## config.mk

```make
export PLATFORM = sky130hd
export DESIGN_NAME = uart_rx
export DESIGN_NICKNAME = d
export VERILOG_FILES = /design/src/rtl/uart_pkg.sv /design/src/rtl/uart_rx_data_sampling.sv /design/src/rtl/uart_rx.sv
export SDC_FILE = /design/constraint.sdc
export NUM_CORES = 1
export LEC_CHECK = 0
export ABC_CLOCK_PERIOD_IN_PS = 5900
export BUFFER_PORTS_ARGS = -buffer_cell sky130_fd_sc_hd__buf_2
export CAP_MARGIN = 20
export CELL_PAD_IN_SITES_DETAIL_PLACEMENT = 0
export CELL_PAD_IN_SITES_GLOBAL_PLACEMENT = 1
export CORE_MARGIN = 4
export CORE_UTILIZATION = 40
export CTS_BUF_LIST = sky130_fd_sc_hd__clkbuf_4
export CTS_CLUSTER_DIAMETER = 30
export DETAILED_ROUTE_END_ITERATION = 10
export MAX_ROUTING_LAYER = met4
export PLACE_DENSITY_LB_ADDON = 0.3
export SETUP_SLACK_MARGIN = 0.2
export SYNTH_ARGS = -nofsm -noshare
export SYNTH_HDL_FRONTEND = slang
export SYNTH_SLANG_ARGS = --single-unit
```

## constraint.sdc

```tcl
create_clock -name CLK -period 5.9 [get_ports CLK]
set_input_delay 1.77 -clock CLK [delete_from_list [all_inputs] [get_ports CLK]]
set_output_delay 1.77 -clock CLK [all_outputs]
set_load 0.02 [all_outputs]
```

## src/rtl/uart_pkg.sv

```systemverilog
// Shared UART definitions: FSM state encoding, parity type and supported prescale values.
package uart_pkg;

  typedef enum logic [2:0] {
    IDLE   = 3'd0,
    START  = 3'd1,
    DATA   = 3'd2,
    PARITY = 3'd3,
    STOP   = 3'd4
  } uart_state_e;

  localparam logic EVEN = 1'b0;
  localparam logic ODD  = 1'b1;

  localparam int PRESCALE_8  = 8;
  localparam int PRESCALE_16 = 16;
  localparam int PRESCALE_32 = 32;

endpackage

```

## src/rtl/uart_rx_data_sampling.sv

```systemverilog
// Takes three samples around the middle of each bit and majority-votes them.
// The voted bit is stable from edge_cnt = Prescale/2+2 until the next bit's samples.
module uart_rx_data_sampling #(
  parameter int PRESCALE_W = 6
) (
  input  logic                  CLK,
  input  logic                  RST,
  input  logic                  RX_IN,
  input  logic [PRESCALE_W-1:0] edge_cnt,
  input  logic [PRESCALE_W-1:0] Prescale,
  output logic                  sampled_bit,
  output logic                  sample_done
);

  localparam logic [PRESCALE_W-1:0] ONE = 1;
  localparam logic [PRESCALE_W-1:0] TWO = 2;

  logic [PRESCALE_W-1:0] half;
  logic [2:0]            smp;

  assign half = Prescale >> 1;

  always_ff @(posedge CLK or negedge RST) begin
    if (!RST) begin
      smp <= 3'b111;
    end else begin
      if (edge_cnt == half - ONE) smp[0] <= RX_IN;
      if (edge_cnt == half)       smp[1] <= RX_IN;
      if (edge_cnt == half + ONE) smp[2] <= RX_IN;
    end
  end

  assign sampled_bit = (smp[0] & smp[1]) | (smp[0] & smp[2]) | (smp[1] & smp[2]);
  assign sample_done = (edge_cnt >= half + TWO);

endmodule

```

## src/rtl/uart_rx.sv

```systemverilog
// UART receiver: oversampled, majority-voted, LSB-first deserializer with optional parity
// and stop-bit checks; one-cycle data_valid / par_err / stp_err strobes at frame end.
module uart_rx
  import uart_pkg::*;
#(
  parameter int DATA_WIDTH = 8,
  parameter int PRESCALE_W = 6
) (
  input  logic                  CLK,
  input  logic                  RST,
  input  logic                  RX_IN,
  input  logic [PRESCALE_W-1:0] Prescale,
  input  logic                  PAR_EN,
  input  logic                  PAR_TYP,
  output logic [DATA_WIDTH-1:0] P_DATA,
  output logic                  data_valid,
  output logic                  par_err,
  output logic                  stp_err
);

  localparam int BCW = $clog2(DATA_WIDTH + 1);
  localparam logic [PRESCALE_W-1:0] ONE = 1;

  uart_state_e           state, state_nxt;
  logic [PRESCALE_W-1:0] edge_cnt, prescale_q;
  logic [BCW-1:0]        bit_cnt;
  logic                  par_en_q, par_typ_q, par_mismatch;
  logic [DATA_WIDTH-1:0] shift_reg;
  logic                  smp_bit, smp_done, bit_end, start_det;

  uart_rx_data_sampling #(.PRESCALE_W(PRESCALE_W)) u_sampling (
    .CLK         (CLK),
    .RST         (RST),
    .RX_IN       (RX_IN),
    .edge_cnt    (edge_cnt),
    .Prescale    (prescale_q),
    .sampled_bit (smp_bit),
    .sample_done (smp_done)
  );

  assign bit_end   = smp_done && (edge_cnt == prescale_q - ONE);
  assign start_det = ((state == IDLE) && !RX_IN) || ((state == STOP) && bit_end && !RX_IN);

  always_ff @(posedge CLK or negedge RST) begin
    if (!RST) state <= IDLE;
    else      state <= state_nxt;
  end

  always_comb begin
    state_nxt = state;
    case (state)
      IDLE:   if (!RX_IN) state_nxt = START;
      START:  if (bit_end) state_nxt = smp_bit ? IDLE : DATA;
      DATA:   if (bit_end && bit_cnt == BCW'(DATA_WIDTH - 1)) state_nxt = par_en_q ? PARITY : STOP;
      PARITY: if (bit_end) state_nxt = STOP;
      STOP:   if (bit_end) state_nxt = RX_IN ? IDLE : START;
      default: state_nxt = IDLE;
    endcase
  end

  always_ff @(posedge CLK or negedge RST) begin
    if (!RST) begin
      edge_cnt     <= '0;
      prescale_q   <= '0;
      bit_cnt      <= '0;
      par_en_q     <= 1'b0;
      par_typ_q    <= 1'b0;
      par_mismatch <= 1'b0;
      shift_reg    <= '0;
      P_DATA       <= '0;
      data_valid   <= 1'b0;
      par_err      <= 1'b0;
      stp_err      <= 1'b0;
    end else begin
      data_valid <= 1'b0;
      par_err    <= 1'b0;
      stp_err    <= 1'b0;

      // The falling edge seen in IDLE is itself edge 0 of the start bit.
      if (start_det) begin
        prescale_q   <= Prescale;
        par_en_q     <= PAR_EN;
        par_typ_q    <= PAR_TYP;
        par_mismatch <= 1'b0;
        bit_cnt      <= '0;
        edge_cnt     <= (state == IDLE) ? ONE : '0;
      end else if (state != IDLE) begin
        edge_cnt <= bit_end ? '0 : edge_cnt + ONE;
      end

      if (state == DATA && bit_end) begin
        shift_reg <= {smp_bit, shift_reg[DATA_WIDTH-1:1]};
        bit_cnt   <= bit_cnt + 1'b1;
      end

      if (state == PARITY && bit_end)
        par_mismatch <= smp_bit ^ (^shift_reg) ^ (par_typ_q == ODD);

      if (state == STOP && bit_end) begin
        stp_err <= ~smp_bit;
        par_err <= par_mismatch;
        if (smp_bit && !par_mismatch) begin
          P_DATA     <= shift_reg;
          data_valid <= 1'b1;
        end
      end
    end
  end

endmodule

```

# Word level (Yosys, flattened, before mapping)
# Cells that the tools add are included.
[word_totals]
elab_cells = 84
input_bits = 11
reg_bits = 44
out_inout_bits = 11
[classes]
reduce_logical = 19
add_sub_neg = 6
n_lt_le_gt_ge = 1
n_eq_ne = 14
muxes = 21
bitwise_logic = 8
[ops]
columns = ["cell", "count"]
rows = [
  ["6-bit equality test", 3],
  ["3-bit 2-to-1 mux", 6],
  ["6-bit 2-to-1 mux", 3],
  ["3-bit case mux with 5 select lines", 1],
  ["2-bit != test, second input constant", 5],
  ["1-bit logical AND", 8],
  ["1-bit 2-to-1 mux", 8],
  ["4-bit 2-to-1 mux", 2],
  ["8-bit XOR reduction", 1],
  ["5-bit by 1-bit adder with 6-bit output, second input constant", 1],
  ["5-bit by 2-bit adder with 6-bit output, second input constant", 1],
  ["6-bit by 1-bit adder with 6-bit output, second input constant", 1],
  ["3-bit by 2-bit equality test with 1-bit output, second input constant", 2],
  ["6-bit by 5-bit equality test with 1-bit output", 1],
  ["6-bit >= comparator", 1],
  ["2-bit nonzero test", 3],
  ["5-bit by 1-bit subtractor with 6-bit output, second input constant", 1],
  ["6-bit by 1-bit subtractor with 6-bit output, second input constant", 1],
  ["5-bit AND reduction", 1],
  ["4-bit by 1-bit adder with 4-bit output, second input constant", 1],
  ["4-bit by 3-bit equality test with 1-bit output, second input constant", 1],
  ["1-bit AND", 3],
  ["3-bit by 1-bit equality test with 1-bit output, second input constant", 1],
  ["3-bit equality test, second input constant", 1],
  ["other kinds (9)", 12],
]

# Logic depth before layout (Yosys ltp)
[logic_depth]
depth_word = 8
depth_mapped = 11
depth_no_buf = 9

# Cells and area by module
# A second synthesis with hierarchy kept.
[hier_totals]
cells_unflattened = 265
hier_area_um2 = 2752.6
[modules_own_cells]
columns = ["module", "seq_area_each_um2", "area_per_inst_um2", "cells_per_inst", "instances"]
rows = [
  ["uart_rx", 1026.0, 2143.3, 193, 1],
  ["uart_rx_data_sampling", 78.8, 609.3, 72, 1],
]

# Worst setup path after synthesis
# Ideal clock, no wire load.
[synth_timing]
kind = "input to register"
start = "input RX_IN"
end = "register par_en_q"
setup_slack_ps = 3043
path_buffers = 0
path_stages = 3
arrival_time_ps = 2732
t_required_ps = 5775
setup_ps = 125
path_cell_list = "or3_1 -> a21oi_4 -> mux2_2"
[synth_via]
elab_chain_len = 3
[synth_rtl]
columns = ["element", "line", "rtl"]
rows = [
  ["start: declaration", "uart_rx.sv:11", "input logic RX_IN,"],
  ["1-bit zero test (*)", "-", ""],
  ["1-bit logical AND", "uart_rx.sv:42", "assign start_det = ((state == IDLE) && !RX_IN) || ((state == STOP) && bit_end && !RX_IN);"],
  ["1-bit logical OR (*)", "uart_rx.sv:42", ""],
  ["end signal: assignment", "uart_rx.sv:66", "par_en_q <= 1'b0;"],
  ["end signal: assignment", "uart_rx.sv:82", "par_en_q <= PAR_EN;"],
  ["end: declaration", "uart_rx.sv:27", "logic par_en_q, par_typ_q, par_mismatch;"],
]
# Mark *: on every way between the ends. The rest lies on a longest branch, timed or not.
# A chain may end at the register's enable or synchronous reset.

# Final worst setup path
[layout_timing]
start = "register prescale_q[3]"
end = "register prescale_q[5]"
[layout_via]
elab_chain_len = 6
[layout_rtl]
columns = ["element", "line", "rtl"]
rows = [
  ["start: declaration", "uart_rx.sv:25", "logic [PRESCALE_W-1:0] edge_cnt, prescale_q;"],
  ["start signal: assignment", "uart_rx.sv:81", "prescale_q <= Prescale;"],
  ["5-bit by 2-bit adder with 6-bit output / 6-bit by 1-bit subtractor with 6-bit output (equally long branches)", "uart_rx_data_sampling.sv:34, uart_rx.sv:41", ""],
  ["6-bit >= comparator / 6-bit equality test (equally long branches)", "uart_rx_data_sampling.sv:34, uart_rx.sv:41", ""],
  ["1-bit logical AND (*)", "uart_rx.sv:41", "assign bit_end = smp_done && (edge_cnt == prescale_q - ONE);"],
  ["1-bit logical AND (*) (2 in a row)", "uart_rx.sv:42", ""],
  ["1-bit logical OR (*)", "uart_rx.sv:42", ""],
]
# Marks and branches as above.

==> results.cfg <==
[placed_design]
io_buffers = 21
hpwl_mm = 3.83
placed_cell_area_um2 = 2810
dpl.cell_count = 341
routabilityCongestion = 0.860

[logic_synthesis]
synth_area_um2 = 2660
ys.flop_type = dfrtp_1
synth-edff-count = 0
yosysWarnings = 0
synthArstFlopShare = 1.00
syn_nets = 280
avgSynthCellArea_um2 = 10.4
synth_top_family_by_area = simple AND/OR/NAND/NOR gates
synth-seq-cells = 44
synth_adder_area_share = 0.0696
postSynthCellCount = 255
synth-xor-area-share = 0.0984
synth_compound_area_frac = 0.111
ys_seq_area_frac = 0.416
synth-simple-area-share = 0.150
synth_mux_area_frac = 0.114
yosys.cell_types.count = 48

[detailed_routing]
vias_per_cell = 5.33
vias = 1860
drt_pre_antenna_iters = 4
drtIter0Drc = 45
wl_per_cell_um = 14.7
drc = 0
antenna_left = 0
wl_mm = 5.12

[global_route]
first_global_vias = 1816
grt_remaining_overflow = 0
grt_pass1_wl_mm = 8.67
grt_use_total = 0.146
grt_max_degree = 45
antenna_found_initial = 0

[sta]
worst_slew_pin_slew_ps = 935
slew_violations = 0
max_freq_mhz = 328
slew_headroom = 0.376
setup-violations-final = 0
post-route-period-util = 0.517
finalHoldViolCount = 0
timing.hold.ws_ps = 515
rsz0062_at_grt = false
setup-tns-final_ps = 0
clock_skew_ps = 10.6
min_period_ps = 3050

[setup_path]
cp.arrival_ps = 3300
path_class = flop to flop
crit_top_cell = ha_1
start_kind = flop
endpoint = prescale_q[5]$_DFFE_PN0N_
rrSetupSlack_ps = 2850
cp_cell_sequence = ha_1 > nand3_1 > ha_1 > nand4_1 > o221ai_1 > nand3_4 > a21oi_4 > mux2_2
cp_num_cells = 8
cp_top_family = compound AO/OA/AOI/OAI gates
worstPathRequired_ps = 6150
cp_slowest_cell = dfrtp_1
cp_max_fo = 19
r2r_cells = 8
r2r-end = prescale_q[5]$_DFFE_PN0N_
r2r-start = prescale_q[3]$_DFFE_PN0N_
cpPeakStageDelay_ps = 640
critPathLaunch = prescale_q[3]$_DFFE_PN0N_
end_kind = flop
critPathBufInv = 0

[power_and_ir_drop]
pwr_density_cell_nw_per_um2 = 468
vdd_ir_drop_max_mv = 0.187
power.leakage_nw = 1.30

[cells_and_area]
instances_no_fill = 349
fin_area_um2 = 2890
insertedDiodeCount = 0
area_growth_pct = 8.75
finalNetCount = 296
fin_util = 0.453
layout-drive-gt1-share = 0.268

[floorplan]
rows = 29
start_util = 0.416
die_area_um2 = 8020
dieWidth_um = 89.5
die_y_um = 89.5
ios = 22
core_um2 = 6390

[clocking]
root_buffer = clkbuf_4
postCtsSetupBuffers = 0
clock_sinks = 44
insertion_delay_ps = 360
clkTransAtPathRegs_ps = 140
ctsHtreeMaxLevel = 2
cts-resized-gates = 0
ctsHoldBuffers = 0
numCtsBuffers = 5
cts_tree = yes
cts_max_path_buffers = 2

[status]
status = complete, no violations

[job]
drv_cap = 0

[min_path]
hold_class = flop to flop
per-stage QoR:
step | setup WS (ps) | power [mW]
2_1_floorplan | 3040 | 1.04
3_3_place_gp | 2820 | 1.16
3_5_place_dp | 2760 | 1.17
4_1_cts | 2800 | 1.37
5_1_grt | 2620 | 1.48
6_report | 2850 | 1.35
cells in the mapped netlist (2+ instances only):
library cell / number / area (um2)
ha_1: 14 / 175
xnor2_1: 16 / 140
nor2b_1: 2 / 12.5
or2_2: 3 / 18.8
buf_2: 2 / 10.0
a21o_1: 2 / 15.0
o22ai_1: 2 / 12.5
nor3_1: 6 / 30.0
nand2b_1: 5 / 31.3
dfrtp_1: 41 / 1030
or3_1: 5 / 31.3
dfstp_2: 3 / 78.8
a21oi_1: 11 / 55.1
nor2_1: 6 / 22.5
nand2_1: 20 / 75.1
buf_1: 2 / 7.51
inv_1: 15 / 56.3
nand3_1: 9 / 45.0
mux2_2: 27 / 304
xor2_1: 12 / 105
clkbuf_1: 6 / 22.5
a31oi_1: 2 / 12.5
nor3b_1: 2 / 15.0
a31o_2: 4 / 35.0
nand4_1: 5 / 31.3
nor4_1: 3 / 18.8
o21ai_0: 9 / 45.0
worst min path at each step:
stage | depth (start not counted) | startpoint | slack [ps] | to
floorplan | 1 | par_mismatch$_DFFE_PN0P_ | 480 | par_mismatch$_DFFE_PN0P_
finish | 1 | P_DATA[1]$_DFFE_PN0P_ | 520 | P_DATA[1]$_DFFE_PN0P_
detailed placement | 1 | P_DATA[1]$_DFFE_PN0P_ | 490 | P_DATA[1]$_DFFE_PN0P_
CTS | 1 | P_DATA[1]$_DFFE_PN0P_ | 520 | P_DATA[1]$_DFFE_PN0P_
global route | 1 | P_DATA[2]$_DFFE_PN0P_ | 540 | P_DATA[2]$_DFFE_PN0P_
global placement | 1 | P_DATA[2]$_DFFE_PN0P_ | 490 | P_DATA[2]$_DFFE_PN0P_
worst reg2reg max path, cell delays in order (launching register included):
cell	delay (ps)
dfrtp_1	640
ha_1	330
nand3_1	100
ha_1	350
nand4_1	90
o221ai_1	350
nand3_4	280
a21oi_4	420
mux2_2	380
layout by cell type, fill, tap and decap left out, drive strengths merged, types with 3 or more instances in the layout:
cell and instances:
xor2 13, nand3 10, buf 21, mux2 27
dfstp 3, nor2 7, nand2 20, nand4 6
a21oi 12, or2 3, nand2b 5, clkbuf 5
nor3 6, a31o 4, xnor2 16, or3 5
o21ai 9, ha 14, inv 16, nor4 3
dfrtp 41, nor3b 3
cell type report:
type / instances / area [um2]
Clock inverter: 3 / 46.3
Inverter: 15 / 56.3
Fill cell: 638 / 3490
Clock buffer: 5 / 37.5
Tap cell: 77 / 96.3
Multi-Input combinational cell: 184 / 1450
Sequential cell: 44 / 1100
Timing Repair Buffer: 21 / 105
logic make-up (layout without fill, tap and decap cells):
kind of cell / after synthesis / in the layout
simple gates: 72 / 72
flops: 44 / 44
compound gates: 41 / 41
xor+xnor: 29 / 29
mux: 27 / 27
buf+inv: 27 / 44
fa+ha+maj: 15 / 15
metal layers:
metal | up-vias | routed length (um) | GRT usage | share of wire
met4 | 0 | 121 | 0.0582 | 0.024
met3 | 9 | 121 | 0.0258 | 0.024
met1 | 898 | 2340 | 0.174 | 0.46
met2 | 24 | 2540 | 0.244 | 0.50
li1 | 929 | - | - | -
met5 | - | 0 | - | 0
report_power, final:
| group | switching [mW] | internal [mW] |
|---|---|---|
| clock network | 0.102 | 0.0906 |
| registers | 0.150 | 0.380 |
| logic | 0.331 | 0.298 |
Power figures use the tool's default switching activity.
